### src/rtl/csa_pkg.sv
// csa_pkg: shared defaults and helpers for the pipelined carry-skip adder.
package csa_pkg;

  localparam int CSA_WIDTH_DEF = 16;
  localparam int CSA_BLK_DEF   = 4;

  // Number of skip blocks (and pipeline stages); never less than one so that
  // array declarations stay legal even when the parameter check fires.
  function automatic int csa_nblk(input int width, input int blk);
    if (blk < 1) return 1;
    if ((width / blk) < 1) return 1;
    return width / blk;
  endfunction

endpackage

### src/rtl/csa_block.sv
// csa_block: one BLK-bit carry-skip block (ripple sum plus explicit skip mux).
module csa_block
  import csa_pkg::*;
#(
  parameter int BLK = CSA_BLK_DEF
) (
  input  logic [BLK-1:0] a,
  input  logic [BLK-1:0] b,
  input  logic           ci,
  output logic [BLK-1:0] s,
  output logic           co
);

  logic [BLK-1:0] p;
  logic [BLK-1:0] g;
  logic [BLK:0]   rc;

  assign p = a ^ b;
  assign g = a & b;

  // Ripple carry chain through the block.
  always_comb begin
    rc    = '0;
    rc[0] = ci;
    for (int i = 0; i < BLK; i++) begin
      rc[i+1] = g[i] | (p[i] & rc[i]);
    end
  end

  assign s = p ^ rc[BLK-1:0];

  // Skip mux kept as a distinct mux: all-propagate passes the block carry-in.
  assign co = (&p) ? ci : rc[BLK];

endmodule

### src/rtl/pipe_carry_skip_adder.sv
// pipe_carry_skip_adder: WIDTH-bit adder resolving one BLK-bit carry-skip
// block per pipeline stage behind an operand register, valid/ready handshake
// with a global stall. Optional signed overflow output under CSA_OVF_EN.
module pipe_carry_skip_adder
  import csa_pkg::*;
#(
  parameter int WIDTH = CSA_WIDTH_DEF,
  parameter int BLK   = CSA_BLK_DEF
) (
  input  logic             clk,
  input  logic             rst_n,
  input  logic             in_valid,
  output logic             in_ready,
  input  logic [WIDTH-1:0] a,
  input  logic [WIDTH-1:0] b,
  input  logic             cin,
  output logic             out_valid,
  input  logic             out_ready,
  output logic [WIDTH-1:0] sum,
  output logic             cout
`ifdef CSA_OVF_EN
  ,
  output logic             ovf
`endif
);

  localparam int NBLK = csa_nblk(WIDTH, BLK);

  if (BLK < 1) begin : g_bad_blk
    $error("pipe_carry_skip_adder: BLK must be at least 1");
  end else if ((WIDTH % BLK) != 0) begin : g_bad_width
    $error("pipe_carry_skip_adder: WIDTH must be a multiple of BLK");
  end

`ifdef CSA_OVF_EN
  // Signed overflow: like-signed operands producing an opposite-signed sum.
  function automatic logic ovf_calc(input logic am, input logic bm, input logic sm);
    return (am == bm) & (sm != am);
  endfunction
`endif

  // Index k holds the operands/partial result entering block k.
  logic [NBLK-1:0]           vld_p;
  logic [NBLK-1:0]           cry_p;
  logic [WIDTH-1:0]          opa_p [NBLK];
  logic [WIDTH-1:0]          opb_p [NBLK];
  logic [WIDTH-1:0]          sum_p [NBLK];
  logic [NBLK-1:0][BLK-1:0]  blk_s;
  logic [NBLK-1:0]           blk_co;
  logic                      stall;

  assign stall    = out_valid & ~out_ready;
  assign in_ready = ~stall;

  // ---- operand register: accept a new operation or a bubble ----
  // Valid for the operand register; frozen during a stall.
  always_ff @(posedge clk or negedge rst_n) begin
    if (!rst_n) begin
      vld_p[0] <= 1'b0;
    end else if (!stall) begin
      vld_p[0] <= in_valid;
    end
  end

  // Operand capture; cin seeds the running carry of block 0.
  always_ff @(posedge clk) begin
    if (!stall) begin
      opa_p[0] <= a;
      opb_p[0] <= b;
      cry_p[0] <= cin;
      sum_p[0] <= '0;
    end
  end

  for (genvar k = 0; k < NBLK; k++) begin : g_stage

    csa_block #(.BLK(BLK)) u_blk (
      .a  (opa_p[k][k*BLK +: BLK]),
      .b  (opb_p[k][k*BLK +: BLK]),
      .ci (cry_p[k]),
      .s  (blk_s[k]),
      .co (blk_co[k])
    );

    logic [WIDTH-1:0] snext;

    // Merge this block's sum bits into the partial result.
    always_comb begin
      snext                 = sum_p[k];
      snext[k*BLK +: BLK]   = blk_s[k];
    end

    if (k < NBLK - 1) begin : g_mid
      // ---- stage k -> stage k+1 boundary ----
      // Valid advances one stage per unstalled cycle.
      always_ff @(posedge clk or negedge rst_n) begin
        if (!rst_n) begin
          vld_p[k+1] <= 1'b0;
        end else if (!stall) begin
          vld_p[k+1] <= vld_p[k];
        end
      end

      // Partial sum, remaining operand bits and carry advance with valid.
      always_ff @(posedge clk) begin
        if (!stall) begin
          sum_p[k+1] <= snext;
          opa_p[k+1] <= opa_p[k];
          opb_p[k+1] <= opb_p[k];
          cry_p[k+1] <= blk_co[k];
        end
      end
    end else begin : g_last
      // ---- final stage -> output register boundary ----
      // Output register; data only reloads on a valid entry so it holds
      // the last result across bubbles as well as stalls.
      always_ff @(posedge clk or negedge rst_n) begin
        if (!rst_n) begin
          out_valid <= 1'b0;
          sum       <= '0;
          cout      <= 1'b0;
        end else if (!stall) begin
          out_valid <= vld_p[k];
          if (vld_p[k]) begin
            sum  <= snext;
            cout <= blk_co[k];
          end
        end
      end

`ifdef CSA_OVF_EN
      // Overflow registered alongside sum from the carried operand MSBs.
      always_ff @(posedge clk or negedge rst_n) begin
        if (!rst_n) begin
          ovf <= 1'b0;
        end else if (!stall && vld_p[k]) begin
          ovf <= ovf_calc(opa_p[k][WIDTH-1], opb_p[k][WIDTH-1], snext[WIDTH-1]);
        end
      end
`endif
    end
  end

endmodule
### config.mk
export PLATFORM = sky130hd
export DESIGN_NAME = pipe_carry_skip_adder
export DESIGN_NICKNAME = d
export VERILOG_FILES = /design/src/rtl/csa_pkg.sv /design/src/rtl/csa_block.sv /design/src/rtl/pipe_carry_skip_adder.sv
export SDC_FILE = /design/constraint.sdc
export NUM_CORES = 1
export LEC_CHECK = 0
export BUFFER_PORTS_ARGS = -buffer_cell sky130_fd_sc_hd__buf_2
export CELL_PAD_IN_SITES_DETAIL_PLACEMENT = 0
export CELL_PAD_IN_SITES_GLOBAL_PLACEMENT = 2
export CORE_MARGIN = 2
export CORE_UTILIZATION = 42
export CTS_BUF_LIST = sky130_fd_sc_hd__clkbuf_2 sky130_fd_sc_hd__clkbuf_4 sky130_fd_sc_hd__clkbuf_8
export DETAILED_ROUTE_END_ITERATION = 8
export GPL_TIMING_DRIVEN = 0
export PLACE_DENSITY_LB_ADDON = 0.1
export SETUP_SLACK_MARGIN = 0.4
export SYNTH_ARGS = -nofsm -noshare
export SYNTH_HDL_FRONTEND = slang
export SYNTH_HIERARCHICAL = 1
export SYNTH_SLANG_ARGS = --single-unit
### constraint.sdc
create_clock -name clk -period 2.27 [get_ports clk]
set_clock_uncertainty 0.15 [all_clocks]
set_input_delay 0.227 -clock clk [delete_from_list [all_inputs] [get_ports clk]]
set_output_delay 0.227 -clock clk [all_outputs]
set_load 0.05 [all_outputs]
==> flow_metrics.py, run 1 <==
metrics = {
    "cells_and_area": {
        "drive_gt1_share_pct": 42.31,
        "fill_cells": 921,
        "seq_area_um2": 3794,
        "stdcell_count": 507,
        "final_core_util_pct": 54.66,
        "multi_input_area_um2": 947.2,
        "diodes": 0,
        "area_growth_pct": 27.49,
        "nNetsFinal": 420,
    },
    "pwr": {
        "ir_drop_mv": 0.9797,
        "p_leak_nw": 2.574,
        "power.density_nw_per_um2": 1345,
        "finalPower_mw": 8.358,
    },
    "timing": {
        "setup_ws_ns": -0.005621,
        "period_needed_ns": 2.276,
        "worst_pin_slew_ns": 0.5458,
        "hold_viol": 0,
        "max_freq_ghz": 0.4394,
        "rsz0062_at_grt": "true",
        "tns_ns": -0.005621,
        "setup_violations": 1,
        "period_share_pct": 100.2,
        "slew_headroom_pct": 63.61,
        "finalMaxSlewViolations": 0,
    },
    "global_routing": {
        "grt_max_degree": 115,
        "grt_usage_pct": 11.90,
        "grt-ovfl-total": 0,
        "grt_util_met1_pct": 12.91,
        "busiest_layer": "met2",
        "grtUsageMet2_pct": 19.47,
        "antenna_found_initial": 0,
        "gr-usage-met3_pct": 4.682,
        "grt_pass1_vias": 2345,
        "grt_pass1_wl_um": 10940,
    },
    "clock_tree": {
        "insertion_delay_ns": 0.43,
        "cts.clk_slew.worst_paths_ns": 0.08,
        "cts_sinks": 130,
        "numCtsBuffers": 17,
        "cts_tree": "done",
        "cts-htree-levels": 4,
        "cts-root-buf": "clkbuf_8",
        "cts_buffer_depth": 2,
    },
    "critical_path": {
        "worst-endpoint-required_ns": 2.44,
        "arrival_ns": 2.44,
        "timing_worst_setup_path_type": "reg2reg",
        "worstSetupStartpointType": "register",
        "cp-end-kind": "register",
        "worstPathMaxFanout": 2,
    },
    "die": {
        "dieArea_um2": 12480,
        "core_area_um2": 11370,
        "die_w_um": 111.7,
        "die_h_um": 111.7,
        "start_util_pct": 42.87,
        "ioPinCount": 56,
        "rows": 39,
    },
    "placement": {
        "port_buffers": 55,
        "dp_cells": 431,
        "post-dp-hpwl_um": 3730,
        "gp_congestion": 0.6818,
    },
    "synth": {
        "syn_area_um2": 4875,
        "ys_warn_count": 18,
        "synth_seq_area_share_pct": 77.82,
        "synth.top_cell.area_share_pct": 66.53,
        "ys_seq_elements": 130,
        "synth.avg_cell_area_um2": 20.92,
        "ys_types": 13,
        "syn_inst": 233,
        "yosys.area.top_type": "edfxtp_1",
        "synth_fp_nets": 302,
        "synth_area_leaders": "edfxtp_1 (67%), dfrtp_1 (11%), fa_1 (6.6%)",
    },
    "routing": {
        "dr_total_vias": 2193,
        "drt_pass1_iterations": 4,
        "antenna_left": 0,
        "viasPerCell": 4.325,
        "routedWlPerCell_um": 13.28,
        "drt_wl_total_um": 6731,
        "drcViolationCount": 0,
        "drt_iter0_markers": 89,
    },
    "outcome": {
        "violations": "setup timing",
        "status": "finished, violations left",
    },
    "hold_path": {
        "worst_hold_path_type": "in2async",
    },
    "run": {
        "maxCapViolations": 0,
    },
}
placed cells by master (no fill, tap or decap):
cell and instances:
edfxtp_1 108, buf_2 55, dlygate4sd3_1 35, dfrtp_1 22, inv_2 19, clkbuf_8 17, inv_1 17, ha_1 16
fa_2 15, mux2_4 11, mux2_2 10, buf_4 8, clkinv_2 5, nand4_1 4, mux2i_1 4, clkinv_4 3
bufinv_16 3, clkinvlp_4 3, nand2b_1 2, nand2b_4 1, buf_16 1, nand2_8 1, buf_12 1, clkinv_1 1
clkbuf_16 1, fa_1 1
registers in the layout, indices dropped and copies added, names as in the netlist:
| register | count |
|---|---|
| cout | 1 |
| cry_p | 4 |
| opa_p | 40 |
| opb_p | 40 |
| out_valid | 1 |
| sum | 16 |
| sum_p | 24 |
| vld_p | 4 |
area by class of cell:
class	count	share of cell area, %
clock inverter	15	2.698
tap	143	2.879
sequential	130	61.04
buffer	2	0.7650
clock buffer	17	3.765
timing repair buffer	99	11.44
inverter	36	2.174
multi-input combinational	65	15.24
power by group:
group,internal (mW),leakage (nW),total [mW],switching (mW)
Sequential,3.67,1.34,4.02,0.348
Combinational,0.966,1.03,2.38,1.41
Clock,1.07,0.199,1.96,0.887
per-stage QoR:
| step | area, um2 | worst slack, ns | hold WS (ns) |
|---|---|---|---|
| 2_1_floorplan | 4905 | 0.07064 | -0.2186 |
| 3_3_place_gp | 5359 | -0.01348 | 0.08944 |
| 3_5_place_dp | 5359 | -0.01954 | 0.09445 |
| 4_1_cts | 6158 | 0.005379 | 0.1497 |
| 5_1_grt | 6215 | -0.1009 | 0.1895 |
| 6_report | 6215 | -0.005621 | 0.1713 |
synth_stat cells, drive strengths merged:
cell,instances
dfrtp,22
buf,2
edfxtp,108
nand2b,3
mux2,21
fa,16
inv,36
nand2,1
mux2i,4
ha,16
nand4,4
cell families after synthesis:
family,share of synthesized area (%)
muxes,6.442
and+or+nand+nor,1.463
buffers and inverters,3.593
adders and majority gates,10.68
DFF,77.82
worst max-delay path, cell delays in order, from the launching register on:
cell and delay (ns):
edfxtp_1 0.37, inv_2 0.05, fa_2 0.35, inv_2 0.06, fa_2 0.19, fa_2 0.19, inv_2 0.04, fa_1 0.46
inv_1 0.04, mux2_4 0.25
layer usage:
layer / share of wire, % / wire [um] / vias to the layer above
met1: 43 / 2870 / 1076
met2: 51 / 3451 / 54
li1: - / - / 1055
met5: 0 / 0 / -
met4: 1.7 / 117 / 0
met3: 4.3 / 291 / 8
worst paths after layout:
kind	start	to	slack [ns]	cells past startpoint
min in group clk	opa_p[1][12]$_DFFE_PN_	opa_p[2][12]$_DFFE_PN_	0.27	0
max in group asynchronous	rst_n	sum[6]$_DFFE_PN0P_	1.43	2
hold / removal	rst_n	sum[9]$_DFFE_PN0P_	0.17	2
setup / recovery	opb_p[3][12]$_DFFE_PN_	sum[15]$_DFFE_PN0P_	-0.006	9
hold reg to reg	opa_p[1][12]$_DFFE_PN_	opa_p[2][12]$_DFFE_PN_	0.27	0
setup reg to reg	opb_p[3][12]$_DFFE_PN_	sum[15]$_DFFE_PN0P_	-0.006	9
repair_timing:
item	CTS	global route
pin swaps	1	0
endpoints found under the hold margin	56	0
endpoints found under the setup margin	21	21
gates resized for setup	8	6
hold buffers	35	0
setup buffers	5	3
cloned	0	1
Power figures use the tool's default switching activity.
==> run 2: changes to the inputs <==
- REMOVE_ABC_BUFFERS: not set -> 1
==> run 2 against run 1 <==
Against the previous run:
- critical endpoint unchanged
- non-clock buffer count decreased by 1
- via count about the same
- register-to-register slack about the same
- the run now ends clean
- die area unchanged
- design area increased by 0.74%
- hold slack got worse by 0.026 ns
==> flow_metrics.py, run 2 (same netlist as run 1, synthesis figures left out) <==
metrics = {
    "global_routing": {
        "grt_usage_pct": 11.90,
        "grt_max_degree": 67,
        "grt_pass1_vias": 2407,
        "grt_pass1_wl_um": 10910,
        "antenna_found_initial": 0,
        "grt-ovfl-total": 0,
    },
    "critical_path": {
        "worstSetupStartpointType": "register",
        "reg2reg_depth": 9,
        "cp.depth": 9,
        "cp-end-kind": "register",
        "timing_worst_setup_path_type": "reg2reg",
        "worst-endpoint-required_ns": 2.45,
        "worstPathMaxFanout": 2,
        "crit_family": "adder cells",
        "worstPathCellList": "inv_2 > fa_2 > inv_2 > fa_2 > fa_2 > inv_2 > fa_1 > inv_1 > mux2_2",
        "crit_slowest_cell": "fa_1",
        "arrival_ns": 2.45,
        "max_stage_delay_ns": 0.47,
        "path_buf_inv": 4,
    },
    "die": {
        "die_w_um": 111.7,
        "dieArea_um2": 12480,
        "core_area_um2": 11370,
        "rows": 39,
        "ioPinCount": 56,
        "die_h_um": 111.7,
        "start_util_pct": 42.87,
    },
    "routing": {
        "drt_wl_total_um": 6677,
        "drt_iter0_markers": 81,
        "dr_total_vias": 2191,
        "antenna_left": 0,
        "viasPerCell": 4.321,
        "drcViolationCount": 0,
        "drt_pass1_iterations": 4,
        "routedWlPerCell_um": 13.17,
    },
    "clock_tree": {
        "cts-htree-levels": 4,
        "cts_tree": "done",
        "cts_sinks": 130,
        "cts-root-buf": "clkbuf_8",
        "insertion_delay_ns": 0.44,
        "cts_buffer_depth": 2,
        "numCtsBuffers": 17,
        "cts.clk_slew.worst_paths_ns": 0.08,
    },
    "cells_and_area": {
        "top_regs": "opa_p (40), opb_p (40), sum_p (24)",
        "area_growth_pct": 28.44,
        "mostFrequentLayoutCell": "edfxtp_1",
        "nNetsFinal": 420,
        "fill_cells": 906,
        "drive_gt1_share_pct": 43.13,
        "layout_common_cells": "edfxtp_1 (108), buf_2 (55), dlygate4sd3_1 (35), dfrtp_1 (22), inv_2 (21)",
        "final_core_util_pct": 55.07,
        "diodes": 0,
    },
    "timing": {
        "setup_violations": 0,
        "slew_headroom_pct": 42.22,
        "period_share_pct": 99.83,
        "hold_ws_ns": 0.1451,
        "rsz0062_at_grt": "true",
        "period_needed_ns": 2.266,
        "tns_ns": 0,
        "finalMaxSlewViolations": 0,
        "hold_viol": 0,
        "max_freq_ghz": 0.4413,
        "worst_pin_slew_ns": 0.8667,
    },
    "placement": {
        "gp_congestion": 0.7325,
        "post-dp-hpwl_um": 3619,
        "port_buffers": 55,
    },
    "pwr": {
        "p_leak_nw": 2.609,
        "ir_drop_mv": 0.6645,
        "power.density_nw_per_um2": 1377,
    },
    "run": {
        "maxCapViolations": 0,
    },
    "outcome": {
        "status": "completed",
    },
    "hold_path": {
        "worst_hold_path_type": "in2async",
    },
}
-- run 2: power breakdown --
part / internal [mW] / switching [mW]
Clock: 1.38 / 0.854
Sequential: 3.67 / 0.342
Combinational: 0.952 / 1.42
Total: 6.01 / 2.62
-- run 2: area by class of cell --
| class | instances | area (um2) | area share, % |
|---|---|---|---|
| Timing Repair Buffer | 100 | 720.7 | 11.51 |
| Clock inverter | 11 | 185.2 | 2.958 |
| Clock buffer | 21 | 276.5 | 4.416 |
| Sequential cell | 130 | 3794 | 60.59 |
| Inverter | 36 | 135.1 | 2.158 |
| Tap cell | 143 | 178.9 | 2.858 |
| Multi-Input combinational cell | 66 | 970.9 | 15.51 |
-- run 2: worst register-to-register path, delay by kind of cell (launching register included) --
| family | cells | cell delay (ns) |
|---|---|---|
| adder cells (fa/ha/maj) | 4 | 1.23 |
| buffers and inverters | 4 | 0.19 |
| flip-flops | 1 | 0.34 |
| multiplexers | 1 | 0.24 |
-- run 2: what timing repair did --
| item | CTS | global route |
|---|---|---|
| setup endpoints to repair | 75 | 79 |
| buffers inserted | 8 | 1 |
| hold buffers | 35 | 0 |
| cloned | 0 | 1 |
| pin swaps | 3 | 1 |
| hold endpoints to repair | 56 | 0 |
| resized for setup | 37 | 4 |
-- run 2: routing by layer --
layer / up-vias / wire length [um] / GRT usage (%)
met2: 52 / 3403 / 19.23
met4: 0 / 248 / 8.642
met3: 19 / 301 / 5.008
met1: 1064 / 2723 / 12.47
met5: - / 0 / 0
li1: 1056 / - / -
-- run 2: metrics by stage --
stage	total power, mW	setup slack, ns	instances	area, um2
CTS	8.735	-0.02571	505	6245
global route	9.160	-0.06180	507	6261
finish	8.623	0.003806	507	6261
detailed placement	6.228	-0.08889	430	5316
global placement	6.133	-0.2015	429	5289
floorplan	5.618	-0.1870	231	4835
-- run 2: path summary, 6_finish.rpt --
path,startpoint,to,slack (ns)
min in group clk,opb_p[1][14]$_DFFE_PN_,opb_p[2][14]$_DFFE_PN_,0.26
worst min register to register,opb_p[1][14]$_DFFE_PN_,opb_p[2][14]$_DFFE_PN_,0.26
worst max register to register,cry_p[3]$_DFFE_PN_,sum[15]$_DFFE_PN0P_,0.004
worst max-delay path,cry_p[3]$_DFFE_PN_,sum[15]$_DFFE_PN0P_,0.004
worst min-delay path,rst_n,sum[8]$_DFFE_PN0P_,0.15
max in group asynchronous,rst_n,vld_p[2]$_DFFE_PN0N_,1.47
